--- src/rtl/l1_line_responder.sv ---
// l1_line_responder: serves 256-bit L1 line requests as BEATS-beat pmem bursts.
// Optional last-line buffer enabled by defining RESP_LINE_BUF_EN.
module l1_line_responder #(
    parameter int ADDR_WIDTH = 32,
    parameter int BEAT_WIDTH = 64
) (
    input  logic                  clk,
    input  logic                  rst_n,
    input  logic                  pmem_read,
    input  logic                  pmem_write,
    input  logic [ADDR_WIDTH-1:0] pmem_address,
    input  logic [255:0]          pmem_wdata,
    output logic [255:0]          pmem_rdata,
    output logic                  pmem_resp,
    output logic                  burst_read,
    output logic                  burst_write,
    output logic [ADDR_WIDTH-1:0] burst_address,
    output logic [BEAT_WIDTH-1:0] burst_wdata,
    input  logic [BEAT_WIDTH-1:0] burst_rdata,
    input  logic                  burst_resp
);

    localparam int LINE_W = 256;
    localparam int BEATS  = LINE_W / BEAT_WIDTH;
    localparam int CW     = (BEATS > 1) ? $clog2(BEATS) : 1;
    localparam logic [CW-1:0] LAST_BEAT = CW'(BEATS - 1);
    localparam logic [ADDR_WIDTH-1:0] ALIGN_MASK =
        {{(ADDR_WIDTH-5){1'b1}}, 5'b0};

    typedef enum logic [2:0] {
        IDLE,
        RD,
        WR,
        DONE,
        GAP
    } state_t;

    state_t                state_q;
    logic [CW-1:0]         cnt_q;
    logic [ADDR_WIDTH-1:0] addr_q;
    logic [ADDR_WIDTH-1:0] addr_d;
    logic [LINE_W-1:0]     line_q;
    logic [LINE_W-1:0]     rdata_q;
    logic [LINE_W-1:0]     rdata_d;
    logic                  rd_q;
    logic                  wr_q;
    logic                  resp_q;
    logic                  last_beat;
    logic                  hit;
    logic [LINE_W-1:0]     hit_line;

    assign addr_d    = pmem_address & ALIGN_MASK;
    assign last_beat = (cnt_q == LAST_BEAT);

    // Read line with the incoming beat merged into its slot
    always_comb begin
        rdata_d = rdata_q;
        rdata_d[int'(cnt_q)*BEAT_WIDTH +: BEAT_WIDTH] = burst_rdata;
    end

    assign burst_wdata   = line_q[int'(cnt_q)*BEAT_WIDTH +: BEAT_WIDTH];
    assign burst_address = addr_q;
    assign burst_read    = rd_q;
    assign burst_write   = wr_q;
    assign pmem_resp     = resp_q;
    assign pmem_rdata    = rdata_q;

`ifdef RESP_LINE_BUF_EN
    logic                  buf_vld_q;
    logic [ADDR_WIDTH-1:0] buf_addr_q;
    logic [LINE_W-1:0]     buf_line_q;

    assign hit      = buf_vld_q && (buf_addr_q == addr_d);
    assign hit_line = buf_line_q;

    // Buffer tracks the most recently written or fully read line
    always_ff @(posedge clk or negedge rst_n) begin
        if (!rst_n) begin
            buf_vld_q  <= 1'b0;
            buf_addr_q <= '0;
            buf_line_q <= '0;
        end else if (state_q == IDLE && pmem_write) begin
            buf_vld_q  <= 1'b1;
            buf_addr_q <= addr_d;
            buf_line_q <= pmem_wdata;
        end else if (state_q == RD && burst_resp && last_beat) begin
            buf_vld_q  <= 1'b1;
            buf_addr_q <= addr_q;
            buf_line_q <= rdata_d;
        end
    end
`else
    assign hit      = 1'b0;
    assign hit_line = '0;
`endif

    // Request FSM; write wins when both requests are high
    always_ff @(posedge clk or negedge rst_n) begin
        if (!rst_n) begin
            state_q <= IDLE;
            cnt_q   <= '0;
            addr_q  <= '0;
            line_q  <= '0;
            rdata_q <= '0;
            rd_q    <= 1'b0;
            wr_q    <= 1'b0;
            resp_q  <= 1'b0;
        end else begin
            unique case (state_q)
                IDLE: begin
                    if (pmem_write) begin
                        addr_q  <= addr_d;
                        line_q  <= pmem_wdata;
                        wr_q    <= 1'b1;
                        state_q <= WR;
                    end else if (pmem_read) begin
                        addr_q <= addr_d;
                        if (hit) begin
                            rdata_q <= hit_line;
                            resp_q  <= 1'b1;
                            state_q <= DONE;
                        end else begin
                            rd_q    <= 1'b1;
                            state_q <= RD;
                        end
                    end
                end
                RD: begin
                    if (burst_resp) begin
                        rdata_q <= rdata_d;
                        if (last_beat) begin
                            cnt_q   <= '0;
                            rd_q    <= 1'b0;
                            resp_q  <= 1'b1;
                            state_q <= DONE;
                        end else begin
                            cnt_q <= cnt_q + CW'(1);
                        end
                    end
                end
                WR: begin
                    if (burst_resp) begin
                        if (last_beat) begin
                            cnt_q   <= '0;
                            wr_q    <= 1'b0;
                            resp_q  <= 1'b1;
                            state_q <= DONE;
                        end else begin
                            cnt_q <= cnt_q + CW'(1);
                        end
                    end
                end
                DONE: begin
                    resp_q  <= 1'b0;
                    state_q <= GAP;
                end
                GAP: begin
                    state_q <= IDLE;
                end
                default: begin
                    state_q <= IDLE;
                end
            endcase
        end
    end

endmodule
--- config.mk ---
export PLATFORM = sky130hd
export DESIGN_NAME = l1_line_responder
export DESIGN_NICKNAME = d
export VERILOG_FILES = /design/src/rtl/l1_line_responder.sv
export SDC_FILE = /design/constraint.sdc
export NUM_CORES = 1
export LEC_CHECK = 0
export CORE_AREA = 8 8 270 272
export CTS_CLUSTER_DIAMETER = 150
export DETAILED_ROUTE_END_ITERATION = 10
export DIE_AREA = 0 0 278 280
export SETUP_SLACK_MARGIN = 0.15
export SLEW_MARGIN = 25
export SYNTH_ARGS = -nofsm -noshare
export SYNTH_HDL_FRONTEND = slang
export SYNTH_SLANG_ARGS = --single-unit
--- constraint.sdc ---
create_clock -name clk -period 2.97 [get_ports clk]
set_clock_uncertainty 0.05 [all_clocks]
set_input_delay 0.594 -clock clk [delete_from_list [all_inputs] [get_ports clk]]
set_output_delay 0.594 -clock clk [all_outputs]
set_load 0.005 [all_outputs]
==> flow_results.org <==
** Outcome
- The flow ran to the end, and the final reports show no timing, DRC or antenna violations.

** Placed design
- After detailed placement, the design holds a cell count of 3369.
- Detailed placement finished with a half-perimeter wire length of between 60 and 70 mm.
- Placer's final routability congestion estimate :: about 0.85
- During placement, the flow inserted port buffers numbering ~700.

** Routing
- In the routed layout, each cell is associated on average with a via count of a little over 5.
- For this block, the initial DRC count from the detailed router was ~1300.
- After detailed routing, the average wire length per cell comes to 24.6 um.
- Number of vias in the routed layout :: approximately 18000
- Number of nets with antenna violations after detailed routing :: 0
- In the routed design, unresolved DRC markers number 0.
- The first detailed-routing pass took 5 iterations.
- Total routed wirelength :: around 86 mm

** Pwr
- Combinational group share of total power :: ~48%
- Sequential cells burn around a third of the power.
- Peak supply drop :: roughly 0.00059 V
- Net switching power figure :: 13.4 mW
- Cell internal power was estimated by the tool at between 20 and 30 mW.
- Static Leak :: about 16 nW
- Fraction of power spent switching nets :: roughly a third
- For this design the ratio of total power to cell area is roughly 1100 mW/mm2.
- Clock network fraction of design power :: between 10% and 20%

** Synthesis
- The share of the Yosys chip area taken by registers is about 54%.
- In this run, synthesis produced a sequential element count of around 550.
- Syn. warnings :: 0
- By instance count, the leading cell after synthesis is sky130_fd_sc_hd__dfrtp_1.
- Post-synthesis instance area :: roughly 0.026 mm2
- FFs w/ async S/R, synth :: 100%
- Counting distinct cell types in the post-synthesis netlist gives 36.
- Synthesized instance count :: 1875
- Dominant cells by area after synthesis :: sky130_fd_sc_hd__dfrtp_1, sky130_fd_sc_hd__mux2_4, sky130_fd_sc_hd__o21ai_2
- In this run, synthesis inferred 0 flip-flops with an integrated enable.
- Cell types with the highest counts after synthesis :: sky130_fd_sc_hd__dfrtp_1, sky130_fd_sc_hd__inv_1, sky130_fd_sc_hd__nand4_1
- Area share of the largest cell type after synthesis :: between 50% and 60%
- The largest total area in the synthesized netlist belongs to sky130_fd_sc_hd__dfrtp_1.
- Top_reg_cell synth :: sky130_fd_sc_hd__dfrtp_1
- The average instance in the mapped netlist occupies 13.6 um2.

** STA
- Headroom to the max-slew limit came out at 40.6%.
- The final critical path takes up between 90% and 100% of the cycle.
- For the pin with the worst max-slew slack, the measured transition is 0.891 ns.
- Max Transition Viols Final :: 0
- Final Hold Viols :: 0
- Setup violations remaining at the end of the flow were counted as 0.
- FMAX :: approximately 0.35 GHz
- Final critical-path required period :: ~2.8 ns
- Adding up every negative setup slack in the final design gives 0 ns.
- Unrepaired setup endpoints after global routing :: true

** Finish
- Total of fill cells in the finished design :: 5853
- At the end of the flow, the number of nets in the layout was 2931.
- Proportion of layout cells with a drive suffix above 1 :: 32.8%
- The finished layout holds approximately 3500 standard cells, fillers aside.
- Area growth from synthesis to final layout :: 39.5%

** Clock network
- The cell sitting at the root of the clock tree is a sky130_fd_sc_hd__clkbuf_16.
- Counting along the longest clock path gives a buffer depth of 3.
- In this run the number of H-tree levels came out at 2.
- Clock tree synthesis found a total of roughly 550 sinks.
- Clock tree from TritonCTS :: done
- Worst-Skew Late Latency :: roughly 0.60 ns
- Clock-pin slew was measured on the worst setup and hold paths at around 0.060 ns.
- In this run, CTS created clock tree buffers numbering 58.

** Hold path
- The path class of the tightest hold or removal check is register to register.

** Floorplan
- Starting density of the core :: a little under two fifths
- In this run the count of I/O pins placed on the die edge is about 710.
- Row count :: a little under 100
- The region available for standard cell placement spans roughly 0.069 mm2.
- In this run the horizontal extent of the chip is 278 um.
- Full die area :: between 0.07 and 0.08 mm2
- The die is ~280 um tall.

** Setup path
- The worst setup path is launched from a register.
- In this run the worst setup path terminates at burst_wdata[27].
- Crit path required time :: around 2.3 ns
- The worst register-to-register path begins at cnt_q[0].
- In this run the worst setup path begins at cnt_q[0].
- Data arrives at the worst endpoint at roughly 2.2 ns.
- Maximum fanout count along the critical path :: 7
- The worst setup path is of the register to primary output kind.
- Crit end category :: primary output
- R2R Setup Slk :: ~0.42 ns
- Cells on worst reg2reg path :: 7
- Worst reg2reg path endpoint :: pmem_rdata[11]

** Global route
- Residual overflow from global routing :: 0
- Global-route wire length before repair :: between 100 and 150 mm
- Maximum number of pins on one net before global-route repair :: 78
- The initial antenna violation count was 28.
- The number of global-route vias before repair is 19600.
- Total routing usage reported by global routing :: between 20% and 30%

** Run
- Max-cap violations in this run came to 0.
-- cell families (layout without fill, tap and decap cells) --
family	after synthesis	count (layout)	share of synthesized area (%)
AO/OA/AOI/OAI	266	266	8.79
other	1	20	0.0147
adder cells (fa/ha/maj)	6	6	0.294
multiplexers	349	349	21.6
XOR/XNOR	1	1	0.0343
buffers and inverters	425	1159	8.66
AND/OR/NAND/NOR	280	280	7.02
flip-flops	547	547	53.6
-- timing repair --
action                                  CTS  global route
endpoints found under the hold margin    26             0
gates cloned                              5             0
endpoints found under the setup margin   64            44
buffers inserted                         21             3
hold buffers                              1             0
resized for setup                       275            19
-- power groups by stage --
stage / Sequential [mW] / Combinational, mW / Clock [mW]
floorplan: 13.0 / 10.2 / 0
global placement: 13.5 / 19.2 / 0
detailed placement: 13.6 / 19.5 / 0
CTS: 13.6 / 19.5 / 7.51
global route: 14.1 / 20.8 / 7.79
finish: 13.6 / 19.4 / 7.29
-- cells in the final DEF (no fill, tap or decap), types with 9 or more instances in the layout --
master and count:
sky130_fd_sc_hd__buf_2 45, sky130_fd_sc_hd__buf_4 40, sky130_fd_sc_hd__o21ai_0 18, sky130_fd_sc_hd__clkbuf_8 15, sky130_fd_sc_hd__mux2_4 229, sky130_fd_sc_hd__clkinv_2 9, sky130_fd_sc_hd__o21ai_2 240, sky130_fd_sc_hd__diode_2 15
sky130_fd_sc_hd__inv_1 259, sky130_fd_sc_hd__dfrtp_1 545, sky130_fd_sc_hd__buf_12 39, sky130_fd_sc_hd__nand4_1 256, sky130_fd_sc_hd__mux2_2 56, sky130_fd_sc_hd__clkbuf_1 15, sky130_fd_sc_hd__mux4_2 64, sky130_fd_sc_hd__clkdlybuf4s50_1 636
sky130_fd_sc_hd__buf_6 21, sky130_fd_sc_hd__clkbuf_16 59
-- routing by layer --
metal / share of wire [%] / GRT usage, %
met1: 38 / 25.8
met5: 0.17 / 0
met4: 2.7 / 6.04
met3: 8.6 / 7.30
met2: 50 / 37.1
-- metrics by stage --
stage / cell area, um2 / hold slack [ns] / worst slack (ns) / power (mW) / utilization (%)
floorplan: 25500 / 0.248 / 0.511 / 23.2 / -
global placement: 33400 / 0.422 / 0.349 / 32.7 / 48.5
detailed placement: 33400 / 0.423 / 0.319 / 33.1 / 48.5
CTS: 35500 / 0.449 / 0.0533 / 40.7 / 51.5
global route: 35600 / 0.462 / 0.0459 / 42.6 / 51.7
finish: 35600 / 0.447 / 0.130 / 40.3 / 51.7
-- critical path, stage by stage (launching register included) --
cell	delay, ns
sky130_fd_sc_hd__dfrtp_4	0.57
sky130_fd_sc_hd__buf_12	0.16
sky130_fd_sc_hd__buf_16	0.14
sky130_fd_sc_hd__buf_4	0.14
sky130_fd_sc_hd__mux4_2	0.43
sky130_fd_sc_hd__buf_2	0.15
-- registers in the layout (all words and copies together) (netlist names) --
signal,cells
burst_address,27
pmem_rdata,256
pmem_resp,1
cnt_q,2
state_q,3
burst_read,1
line_q,256
burst_write,1
-- area by class of cell --
class	count	area, um2	area share, %
repair buffers	795	8180	23.0
multi-input cells	907	9720	27.3
clock buffers	89	1740	4.88
inverters	259	972	2.73
clock inverters	16	168	0.471
flip-flops and latches	547	13700	38.4
diodes	15	37.5	0.105
well taps	891	1110	3.13
-- worst min-delay path by stage --
stage           startpoint           endpoint  depth (start not counted)
5_1_grt        burst_write        burst_write                          1
4_1_cts              rst_n    pmem_rdata[110]                          2
2_1_floorplan        rst_n  burst_address[10]                          0
6_report       burst_write        burst_write                          1
3_3_place_gp   burst_write        burst_write                          1
3_5_place_dp   burst_write        burst_write                          1
Note: power is estimated with default switching activity, not from simulation.
